$ cat src/rtl/fp_normalizer.sv
// rtl/fp_normalizer.sv - three-stage post-add normalizer: one-hot encode, shift/exponent adjust, IEEE-754 pack.
// Valid-only pipeline; data registers load only with their stage valid, so outputs hold between results.
module fp_normalizer #(
  parameter int EXP_WIDTH = 8,
  parameter int MAN_WIDTH = 23
) (
  input  logic                           clk,
  input  logic                           rstn,
  input  logic                           valid_in,
  input  logic                           sign_in,
  input  logic [EXP_WIDTH-1:0]           exp_in,
  input  logic [MAN_WIDTH+1:0]           man_in,
  input  logic [MAN_WIDTH+1:0]           onehot_in,
  output logic                           valid_out,
  output logic [EXP_WIDTH+MAN_WIDTH:0]   out_data,
  output logic                           zero_out,
  output logic                           ovf_out,
  output logic                           unf_out
);

  localparam int MW  = MAN_WIDTH + 2;
  localparam int PW  = $clog2(MW);
  localparam int EW2 = EXP_WIDTH + 2;
  localparam logic signed [EW2-1:0] E_MAX  = EW2'((1 << EXP_WIDTH) - 1);
  localparam logic signed [EW2-1:0] E_ZERO = '0;

  // Stage 1: leading-one position, zero and special markers
  logic [PW-1:0]        pos_d;
  logic                 zero_d;
  logic                 special_d;

  logic                 s1_valid_q;
  logic                 s1_sign_q;
  logic [EXP_WIDTH-1:0] s1_exp_q;
  logic [MW-1:0]        s1_man_q;
  logic [PW-1:0]        s1_pos_q;
  logic                 s1_zero_q;
  logic                 s1_special_q;

  // Ascending scan, so a malformed vector resolves to its highest set bit.
  always_comb begin
    pos_d = '0;
    for (int i = 0; i < MW; i++) begin
      if (onehot_in[i]) pos_d = PW'(i);
    end
  end

  assign zero_d    = ~|onehot_in;
  assign special_d = &exp_in;

  always_ff @(posedge clk or negedge rstn) begin
    if (!rstn) begin
      s1_valid_q   <= 1'b0;
      s1_sign_q    <= 1'b0;
      s1_exp_q     <= '0;
      s1_man_q     <= '0;
      s1_pos_q     <= '0;
      s1_zero_q    <= 1'b0;
      s1_special_q <= 1'b0;
    end else begin
      s1_valid_q <= valid_in;
      if (valid_in) begin
        s1_sign_q    <= sign_in;
        s1_exp_q     <= exp_in;
        s1_man_q     <= man_in;
        s1_pos_q     <= pos_d;
        s1_zero_q    <= zero_d;
        s1_special_q <= special_d;
      end
    end
  end

  // Stage 2: align leading one onto the hidden-bit position
  logic [PW-1:0]         shamt;
  logic [MW-1:0]         man_sh_d;
  logic signed [EW2-1:0] e_d;

  logic                  s2_valid_q;
  logic                  s2_sign_q;
  logic [MAN_WIDTH-1:0]  s2_frac_q;
  logic [MAN_WIDTH-1:0]  s2_raw_q;
  logic signed [EW2-1:0] s2_e_q;
  logic                  s2_zero_q;
  logic                  s2_special_q;

  assign shamt = PW'(MAN_WIDTH) - s1_pos_q;

  always_comb begin
    man_sh_d = '0;
    if (s1_pos_q == PW'(MAN_WIDTH + 1)) begin
      man_sh_d = s1_man_q >> 1;
    end else begin
      man_sh_d = s1_man_q << shamt;
    end
  end

  // e = exp + p - MAN_WIDTH covers both the carry (+1) and left-shift cases.
  assign e_d = EW2'({2'b00, s1_exp_q}) + EW2'(s1_pos_q) - EW2'(MAN_WIDTH);

  always_ff @(posedge clk or negedge rstn) begin
    if (!rstn) begin
      s2_valid_q   <= 1'b0;
      s2_sign_q    <= 1'b0;
      s2_frac_q    <= '0;
      s2_raw_q     <= '0;
      s2_e_q       <= '0;
      s2_zero_q    <= 1'b0;
      s2_special_q <= 1'b0;
    end else begin
      s2_valid_q <= s1_valid_q;
      if (s1_valid_q) begin
        s2_sign_q    <= s1_sign_q;
        s2_frac_q    <= man_sh_d[MAN_WIDTH-1:0];
        s2_raw_q     <= s1_man_q[MAN_WIDTH-1:0];
        s2_e_q       <= e_d;
        s2_zero_q    <= s1_zero_q;
        s2_special_q <= s1_special_q;
      end
    end
  end

  // Stage 3: pack with special > zero > overflow > underflow > normal priority
  logic [EXP_WIDTH+MAN_WIDTH:0] data_d;
  logic                         zero_f_d;
  logic                         ovf_f_d;
  logic                         unf_f_d;

  logic                         valid_out_q;
  logic [EXP_WIDTH+MAN_WIDTH:0] data_q;
  logic                         zero_q;
  logic                         ovf_q;
  logic                         unf_q;

  always_comb begin
    data_d   = '0;
    zero_f_d = 1'b0;
    ovf_f_d  = 1'b0;
    unf_f_d  = 1'b0;
    if (s2_special_q) begin
      data_d = {s2_sign_q, {EXP_WIDTH{1'b1}}, s2_raw_q};
    end else if (s2_zero_q) begin
      data_d   = {s2_sign_q, {(EXP_WIDTH + MAN_WIDTH){1'b0}}};
      zero_f_d = 1'b1;
    end else if (s2_e_q >= E_MAX) begin
      data_d  = {s2_sign_q, {EXP_WIDTH{1'b1}}, {MAN_WIDTH{1'b0}}};
      ovf_f_d = 1'b1;
    end else if (s2_e_q <= E_ZERO) begin
      data_d  = {s2_sign_q, {(EXP_WIDTH + MAN_WIDTH){1'b0}}};
      unf_f_d = 1'b1;
    end else begin
      data_d = {s2_sign_q, s2_e_q[EXP_WIDTH-1:0], s2_frac_q};
    end
  end

  always_ff @(posedge clk or negedge rstn) begin
    if (!rstn) begin
      valid_out_q <= 1'b0;
      data_q      <= '0;
      zero_q      <= 1'b0;
      ovf_q       <= 1'b0;
      unf_q       <= 1'b0;
    end else begin
      valid_out_q <= s2_valid_q;
      if (s2_valid_q) begin
        data_q <= data_d;
        zero_q <= zero_f_d;
        ovf_q  <= ovf_f_d;
        unf_q  <= unf_f_d;
      end
    end
  end

  assign valid_out = valid_out_q;
  assign out_data  = data_q;
  assign zero_out  = zero_q;
  assign ovf_out   = ovf_q;
  assign unf_out   = unf_q;

endmodule

$ cat config.mk
export PLATFORM = sky130hd
export DESIGN_NAME = fp_normalizer
export DESIGN_NICKNAME = d
export VERILOG_FILES = /design/src/rtl/fp_normalizer.sv
export SDC_FILE = /design/constraint.sdc
export NUM_CORES = 1
export LEC_CHECK = 0
export ABC_AREA = 1
export ABC_CLOCK_PERIOD_IN_PS = 2250
export BUFFER_PORTS_ARGS = -buffer_cell sky130_fd_sc_hd__buf_2
export CORE_ASPECT_RATIO = 0.8
export CORE_MARGIN = 4
export CORE_UTILIZATION = 40
export CTS_CLUSTER_SIZE = 8
export DETAILED_ROUTE_END_ITERATION = 10
export SYNTH_ARGS = -nofsm -noshare
export SYNTH_HDL_FRONTEND = slang
export SYNTH_SLANG_ARGS = --single-unit
export TNS_END_PERCENT = 30
$ cat constraint.sdc
create_clock -name clk -period 2.25 [get_ports clk]
set_input_delay 0.45 -clock clk [delete_from_list [all_inputs] [get_ports clk]]
set_output_delay 0.45 -clock clk [all_outputs]
set_load 0.02 [all_outputs]
==> impl_metrics.sql <==
INSERT INTO impl_metrics (metric_group, metric, value, unit) VALUES
('logic_synthesis', 'yosys.area.top_type_share', '48.95', '%'),
('place', 'globalplace.congestion', '0.9387', ''),
('place', 'post_detailed_placement_half_perimeter_wirelength', '14470', 'um'),
('layout', 'postLayoutCellArea', '0.008677', 'mm^2'),
('clock_network', 'cts_max_level', '4', ''),
('clock_network', 'maximum_buffer_depth_of_the_clock_tree', '2', ''),
('layout', 'highest_count_cells_in_the_layout_ignoring_fill_and_taps', 'nand2_1, dfrtp_1, o21ai_0', ''),
('pwr', 'power.leakage', '4.309', 'nW'),
('route', 'firstDrtPassIters', '6', ''),
('pwr', 'pwr_density_cell', '891.4', 'mW/mm^2'),
('die', 'die_y', '126.4', 'um'),
('global_route', 'grt-ovfl-total', '0', ''),
('layout', 'n_antenna_cell', '0', ''),
('layout', 'final_cell_count_no_fill', '1249', ''),
('timing', 'max-slew-margin-rel', '64.00', '%'),
('logic_synthesis', 'synthesized_instance_count', '904', ''),
('route', 'avgRoutedWirePerCell', '15.94', 'um'),
('clock_network', 'clkTransAtPathRegs', '0.06', 'ns'),
('worst_setup_path', 'timing.setup.critical_path_class', 'reg2reg', ''),
('worst_setup_path', 'worst_r2r_dst', 's2_e_q[8]', ''),
('layout', 'syn2layout_area_growth', '23.88', '%'),
('logic_synthesis', 'synthesis.area_per_instance', '7.748', 'um^2'),
('timing', 'clock_period_minus_worst_slack', '2.246', 'ns'),
('logic_synthesis', 'ys_top_cells_by_area', 'dfrtp_1, nand2_1, o21ai_0', ''),
('global_route', 'grt_first_pass_wirelength', '32650', 'um'),
('route', 'drt_iter0_drc', '580', ''),
('die', 'floorplan.initialDensity', '41.52', '%'),
('route', 'viasPerCell', '5.056', ''),
('place', 'numPlacedInstances', '1213', ''),
('run_status', 'status', 'finished clean', ''),
('clock_network', 'cts_num_sinks', '137', ''),
('layout', 'multi_input_area', '0.003118', 'mm^2'),
('worst_setup_path', 'slowest_stage', 'dfrtp_1', ''),
('worst_setup_path', 'crit_path_max_incr_delay', '0.37', 'ns'),
('hold_path', 'worstHoldPathType', 'in2reg', ''),
('worst_setup_path', 'crit-reg2reg-launch', 's1_pos_q[3]', ''),
('worst_setup_path', 'cp_max_fo', '2', ''),
('hold_path', 'worst_hold_startpoint', 'man_in[2]', ''),
('clock_network', 'cts_inserted_buffers', '17', ''),
('worst_setup_path', 'critPathLaunchType', 'register', ''),
('flow_run', 'maxCapViolations', '0', ''),
('pwr', 'finalPower', '7.734', 'mW'),
('layout', 'final-seq-area', '0.003428', 'mm^2'),
('timing', 'worst_pin_slew', '0.5400', 'ns'),
('logic_synthesis', 'ys_warnings', '0', ''),
('timing', 'max_freq', '445.3', 'MHz'),
('global_route', 'via_count_of_the_first_global_routing_pass', '6002', ''),
('logic_synthesis', 'synth_nets', '980', ''),
('logic_synthesis', 'synth-seq-area-share', '48.95', '%'),
('place', 'dpl_cell_area', '0.007930', 'mm^2'),
('worst_setup_path', 'cp_data_arrival_time', '2.56', 'ns'),
('timing', 'final.period_utilization', '99.81', '%'),
('timing', 'maxSlewViolCount', '0', ''),
('timing', 'hold_violations', '0', ''),
('die', 'die_w', '155.9', 'um'),
('die', 'coreArea', '0.01687', 'mm^2'),
('clock_network', 'clock_tree_from_tritoncts', 'done', ''),
('worst_setup_path', 'timing.critical_path.required', '2.56', 'ns'),
('worst_setup_path', 'ff2ff_path_depth', '17', ''),
('worst_setup_path', 'crit_top_cell', 'nor2_1', ''),
('layout', 'layout_commonest_cell', 'nand2_1', ''),
('die', 'die_area', '0.01970', 'mm^2'),
('logic_synthesis', 'synth_area_leader_cell', 'dfrtp_1', ''),
('worst_setup_path', 'crit_start', 's1_pos_q[3]', ''),
('route', 'drc_errors', '0', ''),
('global_route', 'gr-usage-all-layers', '20.90', '%'),
('worst_setup_path', 'critical_path.endpoint_type', 'register', ''),
('layout', 'layout-drive-gt1-share', '19.14', '%'),
('logic_synthesis', 'synth.ff_latch_count', '137', ''),
('logic_synthesis', 'synth_cell_type_count', '38', ''),
('route', 'via_count', '6315', '');
[through the flow]
| step | utilization (%) | hold WS [ns] | TNS (ns) |
|---|---|---|---|
| finish | 51.44 | 0.2266 | 0 |
| floorplan | - | 0.1544 | 0 |
| global placement | 47.01 | 0.4381 | -0.07510 |
| global route | 51.44 | 0.2233 | -0.4369 |
| detailed placement | 47.01 | 0.4347 | -0.1546 |
| CTS | 50.96 | 0.2129 | -0.07374 |
[cells by family (layout without fill, tap and decap cells)]
group / count (synthesis) / after routing / share of synthesized area, %
adders and majority gates: 14 / 14 / 2.608
xor gates and xnor gates: 2 / 2 / 0.2501
buffers and inverters: 138 / 263 / 7.878
AOI/OAI and AO/OA: 224 / 224 / 18.13
and+or+nand+nor: 384 / 384 / 21.47
DFF: 137 / 137 / 48.95
muxes: 5 / 5 / 0.7146
[layout make-up]
cell class	count	area share, %
multi-input cells	629	35.93
well taps	220	3.172
clock inverters	13	2.192
flip-flops and latches	137	39.51
clock buffers	19	5.105
repair buffers	143	10.28
inverters	88	3.807
[worst min-delay path by stage]
stage,end,slack [ns],cells past startpoint
2_1_floorplan,out_data[0],0.15,0
3_5_place_dp,zero_out,0.43,1
6_report,s1_man_q[2],0.23,3
3_3_place_gp,out_data[30],0.44,1
4_1_cts,s1_man_q[2],0.21,3
5_1_grt,s1_man_q[1],0.22,3
[worst max-delay path, delay by kind of cell, from the launching register on]
| family | cells | cell delay (ns) |
|---|---|---|
| flops | 1 | 0.37 |
| fa+ha+maj | 2 | 0.48 |
| buf+inv | 4 | 0.28 |
| simple gates | 8 | 0.66 |
| compound gates | 2 | 0.20 |
| xor+xnor | 1 | 0.17 |
[power breakdown]
| group | internal (mW) | switching (mW) | total [mW] |
|---|---|---|---|
| clock | 1.90 | 1.10 | 3.00 |
| combinational | 0.633 | 1.08 | 1.71 |
| sequential | 2.79 | 0.233 | 3.02 |
[metal layers]
layer	global-route usage [%]	share of wire, %
met5	0	0
met4	5.404	0.71
met3	5.380	7.7
met2	26.68	39
met1	34.32	53
[flip-flops by register name, summed over array words and instances, names as in the netlist]
| name | cells |
|---|---|
| s1_zero_q | 1 |
| s2_zero_q | 1 |
| s2_sign_q | 1 |
| s1_valid_q | 1 |
| s1_sign_q | 1 |
| s1_man_q | 24 |
| s1_special_q | 1 |
| valid_out | 1 |
| s1_pos_q | 5 |
| unf_out | 1 |
| s2_special_q | 1 |
| s1_exp_q | 8 |
| s2_raw_q | 23 |
| s2_valid_q | 1 |
| zero_out | 1 |
| s2_frac_q | 23 |
| out_data | 32 |
| s2_e_q | 10 |
| ovf_out | 1 |
[cells in the mapped netlist]
cell / n
o22ai_1: 3
xor2_1: 2
o21ai_0: 111
buf_2: 12
fa_1: 1
a221o_1: 1
nand2_1: 263
clkinv_1: 1
o21bai_1: 1
o21a_1: 1
o221ai_1: 7
a32o_1: 2
a31oi_1: 3
buf_1: 6
o2111ai_1: 2
o31ai_1: 2
clkbuf_1: 29
nand3_1: 32
nor4_1: 2
a31oi_2: 2
nor3_1: 4
inv_1: 85
buf_4: 1
o221ai_2: 1
nor2_1: 78
mux2i_1: 5
o211ai_1: 6
dfrtp_1: 137
a221oi_2: 1
a211oi_1: 1
o21ai_1: 10
a21oi_1: 62
inv_2: 2
nand4_1: 4
nor2_2: 1
a221oi_1: 8
buf_6: 2
ha_1: 13
[what timing repair did]
item                                   CTS  global route
setup buffers                            2             1
endpoints found under the hold margin   50             0
gates cloned                             0             0
hold buffers                             1             0
gates resized for setup                  3            13
setup endpoints to repair                2             4
pin swaps                                6             6
Note: power is estimated with default switching activity, not from simulation.
